### config.mk
export PLATFORM = sky130hd
export DESIGN_NAME = brent_kung_pipe_adder_flat
export DESIGN_NICKNAME = d
export VERILOG_FILES = /design/src/rtl/brent_kung_pipe_adder_if.sv /design/src/rtl/brent_kung_pipe_adder.sv /design/src/flat_wrapper.sv
export SDC_FILE = /design/constraint.sdc
export NUM_CORES = 1
export LEC_CHECK = 0
export ABC_AREA = 1
export ABC_CLOCK_PERIOD_IN_PS = 3400
export BUFFER_PORTS_ARGS = -buffer_cell sky130_fd_sc_hd__buf_2
export CAP_MARGIN = 20
export CORE_UTILIZATION = 45
export DETAILED_ROUTE_END_ITERATION = 8
export PLACE_DENSITY_LB_ADDON = 0.08
export SYNTH_ARGS = -nofsm -noshare
export SYNTH_HDL_FRONTEND = slang
export SYNTH_SLANG_ARGS = --single-unit
export TNS_END_PERCENT = 20
### constraint.sdc
create_clock -name clk -period 3.4 [get_ports clk]
set_input_delay 0.51 -clock clk [delete_from_list [all_inputs] [get_ports clk]]
set_output_delay 0.51 -clock clk [all_outputs]
set_load 0.005 [all_outputs]
### src/rtl/brent_kung_pipe_adder_if.sv
// Operand/result bundle for brent_kung_pipe_adder: input beat channel plus result channel.
// Latency: none, wires only.
// Backpressure: in_ready throttles the producer, out_ready throttles the adder.
interface brent_kung_pipe_adder_if #(
  parameter int WIDTH = 32
);
  logic             in_valid;
  logic             in_ready;
  logic [WIDTH-1:0] a;
  logic [WIDTH-1:0] b;
  logic             cin;
  logic             sub;
  logic             out_valid;
  logic             out_ready;
  logic [WIDTH-1:0] sum;
  logic             cout;
  logic             ovf;

  // Producer/consumer side (drives operands, accepts results).
  modport master (
    output in_valid, a, b, cin, sub, out_ready,
    input  in_ready, out_valid, sum, cout, ovf
  );

  // Adder side.
  modport slave (
    input  in_valid, a, b, cin, sub, out_ready,
    output in_ready, out_valid, sum, cout, ovf
  );
endinterface

### src/rtl/brent_kung_pipe_adder.sv
// Pipelined Brent-Kung adder/subtractor: a+b+cin or a-b, with carry-out and signed overflow.
// Latency: PIPE_STAGES register stages from accept edge to registered result (1 = output reg only).
// Backpressure: a single advance enable stalls every stage while a result waits for out_ready.
module brent_kung_pipe_adder #(
  parameter int WIDTH       = 32,  // power of two, >= 4
  parameter int PIPE_STAGES = 2    // 1 .. 2*clog2(WIDTH)-1
) (
  input  logic                   clk,
  input  logic                   rst,
  brent_kung_pipe_adder_if.slave bus
);

  localparam int LOG    = $clog2(WIDTH);
  localparam int LEVELS = 2 * LOG - 1;

  // Everything one beat needs while it walks the prefix tree. prop is the
  // untouched bitwise propagate used for the final sum; grp_g/grp_p are the
  // group terms the tree keeps refining.
  typedef struct packed {
    logic             vld;
    logic             cin_eff;
    logic [WIDTH-1:0] prop;
    logic [WIDTH-1:0] grp_g;
    logic [WIDTH-1:0] grp_p;
  } stage_t;

  // Bit j set means a register sits after prefix level j. The cut points are
  // spread as evenly as integer division allows; level 0 is never cut, so a
  // cut always has at least one level of logic in front of it.
  function automatic logic [LEVELS-1:0] cut_mask();
    logic [LEVELS-1:0] m;
    m = '0;
    for (int k = 1; k < PIPE_STAGES; k++) begin
      m[(k * LEVELS) / PIPE_STAGES] = 1'b1;
    end
    return m;
  endfunction

  localparam logic [LEVELS-1:0] CUT = cut_mask();

  // One level of the Brent-Kung tree. Levels 1..LOG are the up-sweep
  // (span doubles), levels LOG+1..LEVELS are the down-sweep (span halves,
  // filling in the odd positions the up-sweep skipped).
  function automatic stage_t prefix_level(input stage_t s, input int lvl);
    stage_t r;
    int     d;
    int     j;
    r = s;
    if (lvl <= LOG) begin
      d = 1 << (lvl - 1);
      for (int i = 0; i < WIDTH; i++) begin
        j = (i >= d) ? i - d : 0;
        if (((i + 1) % (2 * d)) == 0) begin
          r.grp_g[i] = s.grp_g[i] | (s.grp_p[i] & s.grp_g[j]);
          r.grp_p[i] = s.grp_p[i] & s.grp_p[j];
        end
      end
    end else begin
      d = 1 << (2 * LOG - 1 - lvl);
      for (int i = 0; i < WIDTH; i++) begin
        j = (i >= d) ? i - d : 0;
        if ((((i + 1) % (2 * d)) == d) && (i >= 3 * d - 1)) begin
          r.grp_g[i] = s.grp_g[i] | (s.grp_p[i] & s.grp_g[j]);
          r.grp_p[i] = s.grp_p[i] & s.grp_p[j];
        end
      end
    end
    return r;
  endfunction

  logic             en;
  stage_t           tap    [LEVELS];
  stage_t           pipe_q [LEVELS];
  logic             vld_d;
  logic [WIDTH-1:0] sum_d;
  logic             cout_d;
  logic             ovf_d;
  logic             out_valid_q;
  logic [WIDTH-1:0] sum_q;
  logic             cout_q;
  logic             ovf_q;

  // Whole pipeline moves together; it only freezes while a result is parked.
  assign en           = ~out_valid_q | bus.out_ready;
  assign bus.in_ready = en & ~rst;

  // Build level-0 terms, then walk the tree, swapping in the registered copy
  // wherever a cut sits, and form the result from the final carries.
  always_comb begin
    stage_t           cur;
    logic [WIDTH-1:0] b_eff;
    b_eff         = bus.sub ? ~bus.b : bus.b;
    cur.vld       = bus.in_valid & bus.in_ready;
    cur.cin_eff   = bus.sub | bus.cin;
    cur.prop      = bus.a ^ b_eff;
    cur.grp_p     = cur.prop;
    cur.grp_g     = bus.a & b_eff;
    cur.grp_g[0]  = cur.grp_g[0] | (cur.prop[0] & cur.cin_eff);
    for (int j = 0; j < LEVELS; j++) begin
      tap[j] = cur;
      if (CUT[j]) begin
        cur = pipe_q[j];
      end
      cur = prefix_level(cur, j + 1);
    end
    // grp_g[i] is now the carry out of bit i.
    vld_d  = cur.vld;
    sum_d  = cur.prop ^ {cur.grp_g[WIDTH-2:0], cur.cin_eff};
    cout_d = cur.grp_g[WIDTH-1];
    ovf_d  = cur.grp_g[WIDTH-1] ^ cur.grp_g[WIDTH-2];
  end

  // Intermediate prefix registers at the cut boundaries; bubbles shift like beats.
  always_ff @(posedge clk) begin
    if (rst) begin
      for (int j = 0; j < LEVELS; j++) begin
        pipe_q[j] <= '0;
      end
    end else if (en) begin
      for (int j = 0; j < LEVELS; j++) begin
        if (CUT[j]) begin
          pipe_q[j] <= tap[j];
        end
      end
    end
  end

  // Output register; held while out_ready is low so the result stays stable.
  always_ff @(posedge clk) begin
    if (rst) begin
      out_valid_q <= 1'b0;
      sum_q       <= '0;
      cout_q      <= 1'b0;
      ovf_q       <= 1'b0;
    end else if (en) begin
      out_valid_q <= vld_d;
      sum_q       <= sum_d;
      cout_q      <= cout_d;
      ovf_q       <= ovf_d;
    end
  end

  assign bus.out_valid = out_valid_q;
  assign bus.sum       = sum_q;
  assign bus.cout      = cout_q;
  assign bus.ovf       = ovf_q;

endmodule

### src/flat_wrapper.sv
// flat-port wrapper written by rule: the top's interface ports become plain ports
module brent_kung_pipe_adder_flat 
#(
  parameter int WIDTH       = 32,                       
  parameter int PIPE_STAGES = 2                            
)
  (clk, rst, bus_in_valid, bus_a, bus_b, bus_cin, bus_sub, bus_out_ready, bus_in_ready, bus_out_valid, bus_sum, bus_cout, bus_ovf);
  brent_kung_pipe_adder_if #(.WIDTH(WIDTH)) bus_i ();
  input  logic clk;
  input  logic rst;
  input wire logic [$bits(bus_i.in_valid)-1:0] bus_in_valid;
  input wire logic [$bits(bus_i.a)-1:0] bus_a;
  input wire logic [$bits(bus_i.b)-1:0] bus_b;
  input wire logic [$bits(bus_i.cin)-1:0] bus_cin;
  input wire logic [$bits(bus_i.sub)-1:0] bus_sub;
  input wire logic [$bits(bus_i.out_ready)-1:0] bus_out_ready;
  output wire logic [$bits(bus_i.in_ready)-1:0] bus_in_ready;
  output wire logic [$bits(bus_i.out_valid)-1:0] bus_out_valid;
  output wire logic [$bits(bus_i.sum)-1:0] bus_sum;
  output wire logic [$bits(bus_i.cout)-1:0] bus_cout;
  output wire logic [$bits(bus_i.ovf)-1:0] bus_ovf;
  assign bus_i.in_valid = bus_in_valid;
  assign bus_i.a = bus_a;
  assign bus_i.b = bus_b;
  assign bus_i.cin = bus_cin;
  assign bus_i.sub = bus_sub;
  assign bus_i.out_ready = bus_out_ready;
  assign bus_in_ready = bus_i.in_ready;
  assign bus_out_valid = bus_i.out_valid;
  assign bus_sum = bus_i.sum;
  assign bus_cout = bus_i.cout;
  assign bus_ovf = bus_i.ovf;
  brent_kung_pipe_adder #(.WIDTH(WIDTH), .PIPE_STAGES(PIPE_STAGES)) u_core (.clk(clk), .rst(rst), .bus(bus_i));
endmodule
==> impl_metrics.csv <==
group,metric,value,unit
synth,syn_area,0.00560,mm2
worst_setup_path,start_kind,"input pin",
timing,finalCritPeriodShare,71.0,%
timing,tightest_slew,1.00,ns
clock_network,root_buffer,"clkbuf_16",
power,pwr-share-comb,13.9,%
route,firstDrtPassIters,4,
worst_setup_path,max_stage_delay,0.37,ns
floorplan,io_pins,106,
timing,rsz0062_at_grt,"no",
timing,tns,0,ns
global_route,grt_pass1_vias,4113,
worst_setup_path,crit_top_cell,"buf_2",
power,total_power,4000,uW
worst_setup_path,crit_type,"input pin to output port",
power,p_switching,973,uW
timing,fin_crit,2.42,ns
clock_network,post_cts_buffers,0,
floorplan,core_area,0.0121,mm2
clock_network,cts.htree.levels,4,
clock_network,cts_hold_buf,0,
power,power.density,584,mW/mm2
clock_network,cts_tree,"yes",
route,via_per_inst,4.78,
timing,relSlewSlack,33.3,%
timing,finalSetupViolations,0,
clock_network,cts.repair.resized,0,
global_route,grt_max_degree,80,
placement,dp_hpwl,8100,um
timing,fmax,0.414,GHz
synth,yosys-top-cells-area,"edfxtp_1 42%, dfxtp_1 13%, ha_1 11%",
synth,post_synth_num_cell_types,30,
floorplan,dieArea,0.0129,mm2
route,drc,0,
final_layout,nets,791,
route,drt.antenna.violating_nets,0,
power,peakVddDrop,0.226,mV
route,drt_iter0_drc,157,
floorplan,start_util,46.4,%
clock_network,cts_num_sinks,113,
flow_run,drv_cap,0,
global_route,grt_first_pass_wirelength,18900,um
timing,hold_viol_final,0,
synth,synth.avg_cell_area,9.87,um2
worst_setup_path,crit_family,"buffers and inverters",
placement,placement.io_buffers,105,
final_layout,stdcell_area,0.00685,mm2
final_layout,synthToLayoutAreaGrowth,22.3,%
synth,syn_nets,684,
final_layout,fillers,1036,
worst_setup_path,arrival,1.91,ns
power,p_seq_share,42.8,%
clock_network,cts_inserted_buffers,17,
floorplan,rows,40,
global_route,antenna_found_initial,0,
final_layout,drive_above_1_share,21.3,%
route,wire_per_inst,13.4,um
timing,drv_slew,0,
clock_network,path_clk_slew,0.05,ns
synth,ys_seq_elements,113,
worst_setup_path,worst-path-buf-inv,4,
clock_network,cts_buffer_depth,2,
power,switching_share,24.3,%
final_layout,n_antenna_cell,0,
placement,dpl_worst_slack,0.746,ns
route,drt-total-wl,11500,um
power,clock_power_share,43.3,%
synth,synth_top_area_share,41.8,%
global_route,grtUsageTotal,19.4,%
route,vias,4086,
timing,setup_ws,0.985,ns
worst_setup_path,cp_cell_sequence,"buf_2 -> inv_4 -> nand2_4 -> inv_2 -> buf_2",
hold_path,hold_path.class,"input pin to flop",
placement,place_congestion,0.919,
timing,whs,0.319,ns
synth,synth_largest_area_cell,"edfxtp_1",
synth,yosysSeqAreaShare,54.3,%
power,p_leak,0.00343,uW
synth,syn_inst,567,
run_status,status,"complete, no violations",
placement,placed_cell_area,0.00627,mm2
worst_setup_path,cp_max_fo,45,
clock_network,clk_latency,0.41,ns
floorplan,dieWidth,114,um
worst_setup_path,critPathCaptureType,"output port",
synth,yosys_warnings,0,
global_route,grt_overflow_total,0,
worst_setup_path,crit_required,2.89,ns
timing,skew,0.0112,ns
worst_setup_path,worst_path_max_delay_cell,"inv_2",
floorplan,die_h,114,um
power,p_int,3030,uW
==> path summary, 6_finish.rpt <==
| path | from | to | slack [ns] | cells after the start |
|---|---|---|---|---|
| hold / removal | rst | u_core.bus.sum[31] | 0.32 | 2 |
| hold reg to reg | u_core.pipe_q[4][97] | u_core.bus.out_valid | 0.46 | 2 |
| setup / recovery | rst | bus_in_ready | 0.98 | 5 |
| setup reg to reg | u_core.pipe_q[4][47] | u_core.bus.sum[31] | 1.39 | 9 |
==> logic make-up (layout without fill, tap and decap cells) <==
group / count (synthesis) / count (layout) / share of synthesized area [%]
simple gates: 218 / 218 / 16.6
xor+xnor: 35 / 35 / 5.47
fa+ha+maj: 47 / 47 / 10.5
compound gates: 67 / 67 / 6.70
buf+inv: 87 / 207 / 6.35
flops: 113 / 113 / 54.3
==> registers in the layout, summed over array words and instances, names as in the netlist <==
name / count
u_core.bus.cout: 1
u_core.bus.out_valid: 1
u_core.bus.ovf: 1
u_core.bus.sum: 32
u_core.pipe_q: 78
==> cell usage in the layout, fill, tap and decap left out, types with 32 or more instances in the layout <==
| cell type | count |
|---|---|
| buf_2 | 105 |
| nand2_1 | 78 |
| edfxtp_1 | 78 |
| nor2_1 | 68 |
| inv_1 | 63 |
| ha_1 | 47 |
| nand3_1 | 38 |
| dfxtp_1 | 35 |
| o21ai_0 | 34 |
| xor2_1 | 32 |
==> metrics by stage <==
| step | cells | utilization, % |
|---|---|---|
| final | 855 | 56.8 |
| after global routing | 855 | 56.8 |
| after CTS | 855 | 56.8 |
| after detailed placement | 823 | 52.0 |
| after global placement | 823 | 52.0 |
| after floorplan | 567 | - |
==> power by group through the flow <==
stage               combinational, uW  sequential (uW)  clock (uW)
floorplan                         356             1730           0
global placement                  548             1740           0
detailed placement                560             1740           0
CTS                               566             1710        1740
global route                      644             1730        1810
finish                            557             1710        1730
==> cell type report <==
class	count	area (um2)	share of cell area (%)
Clock inverter	6	78.8	1.15
Inverter	66	250	3.66
Multi-Input combinational cell	367	2210	32.3
Clock buffer	26	499	7.29
Tap cell	168	210	3.07
Sequential cell	113	3040	44.5
Timing Repair Buffer	109	556	8.12
==> per-layer routing <==
layer  up-vias  global-route usage, %  part of all wire [%]
met2        88                   33.7                    50
met3        21                   5.10                   4.0
met1      1867                   22.8                    45
met5         -                      0                     0
met4         0                   7.98                   1.9
li1       2110                      -                     -
==> cell usage after synthesis <==
| library cell | number |
|---|---|
| a21o_1 | 10 |
| a21oi_1 | 17 |
| a31oi_1 | 1 |
| and3_1 | 1 |
| buf_1 | 1 |
| buf_2 | 15 |
| buf_6 | 1 |
| clkbuf_1 | 4 |
| clkinv_1 | 1 |
| dfxtp_1 | 35 |
| edfxtp_1 | 78 |
| ha_1 | 47 |
| inv_1 | 63 |
| inv_2 | 1 |
| inv_4 | 1 |
| nand2_1 | 79 |
| nand2_2 | 4 |
| nand2_4 | 1 |
| nand3_1 | 38 |
| nand4_1 | 1 |
| nor2_1 | 68 |
| nor2_2 | 1 |
| nor2_4 | 1 |
| nor3_1 | 22 |
| nor4_1 | 2 |
| o21ai_0 | 34 |
| o21ai_2 | 1 |
| o21bai_1 | 4 |
| xnor2_1 | 3 |
| xor2_1 | 32 |
No activity file was read; power rests on OpenSTA's default activity.
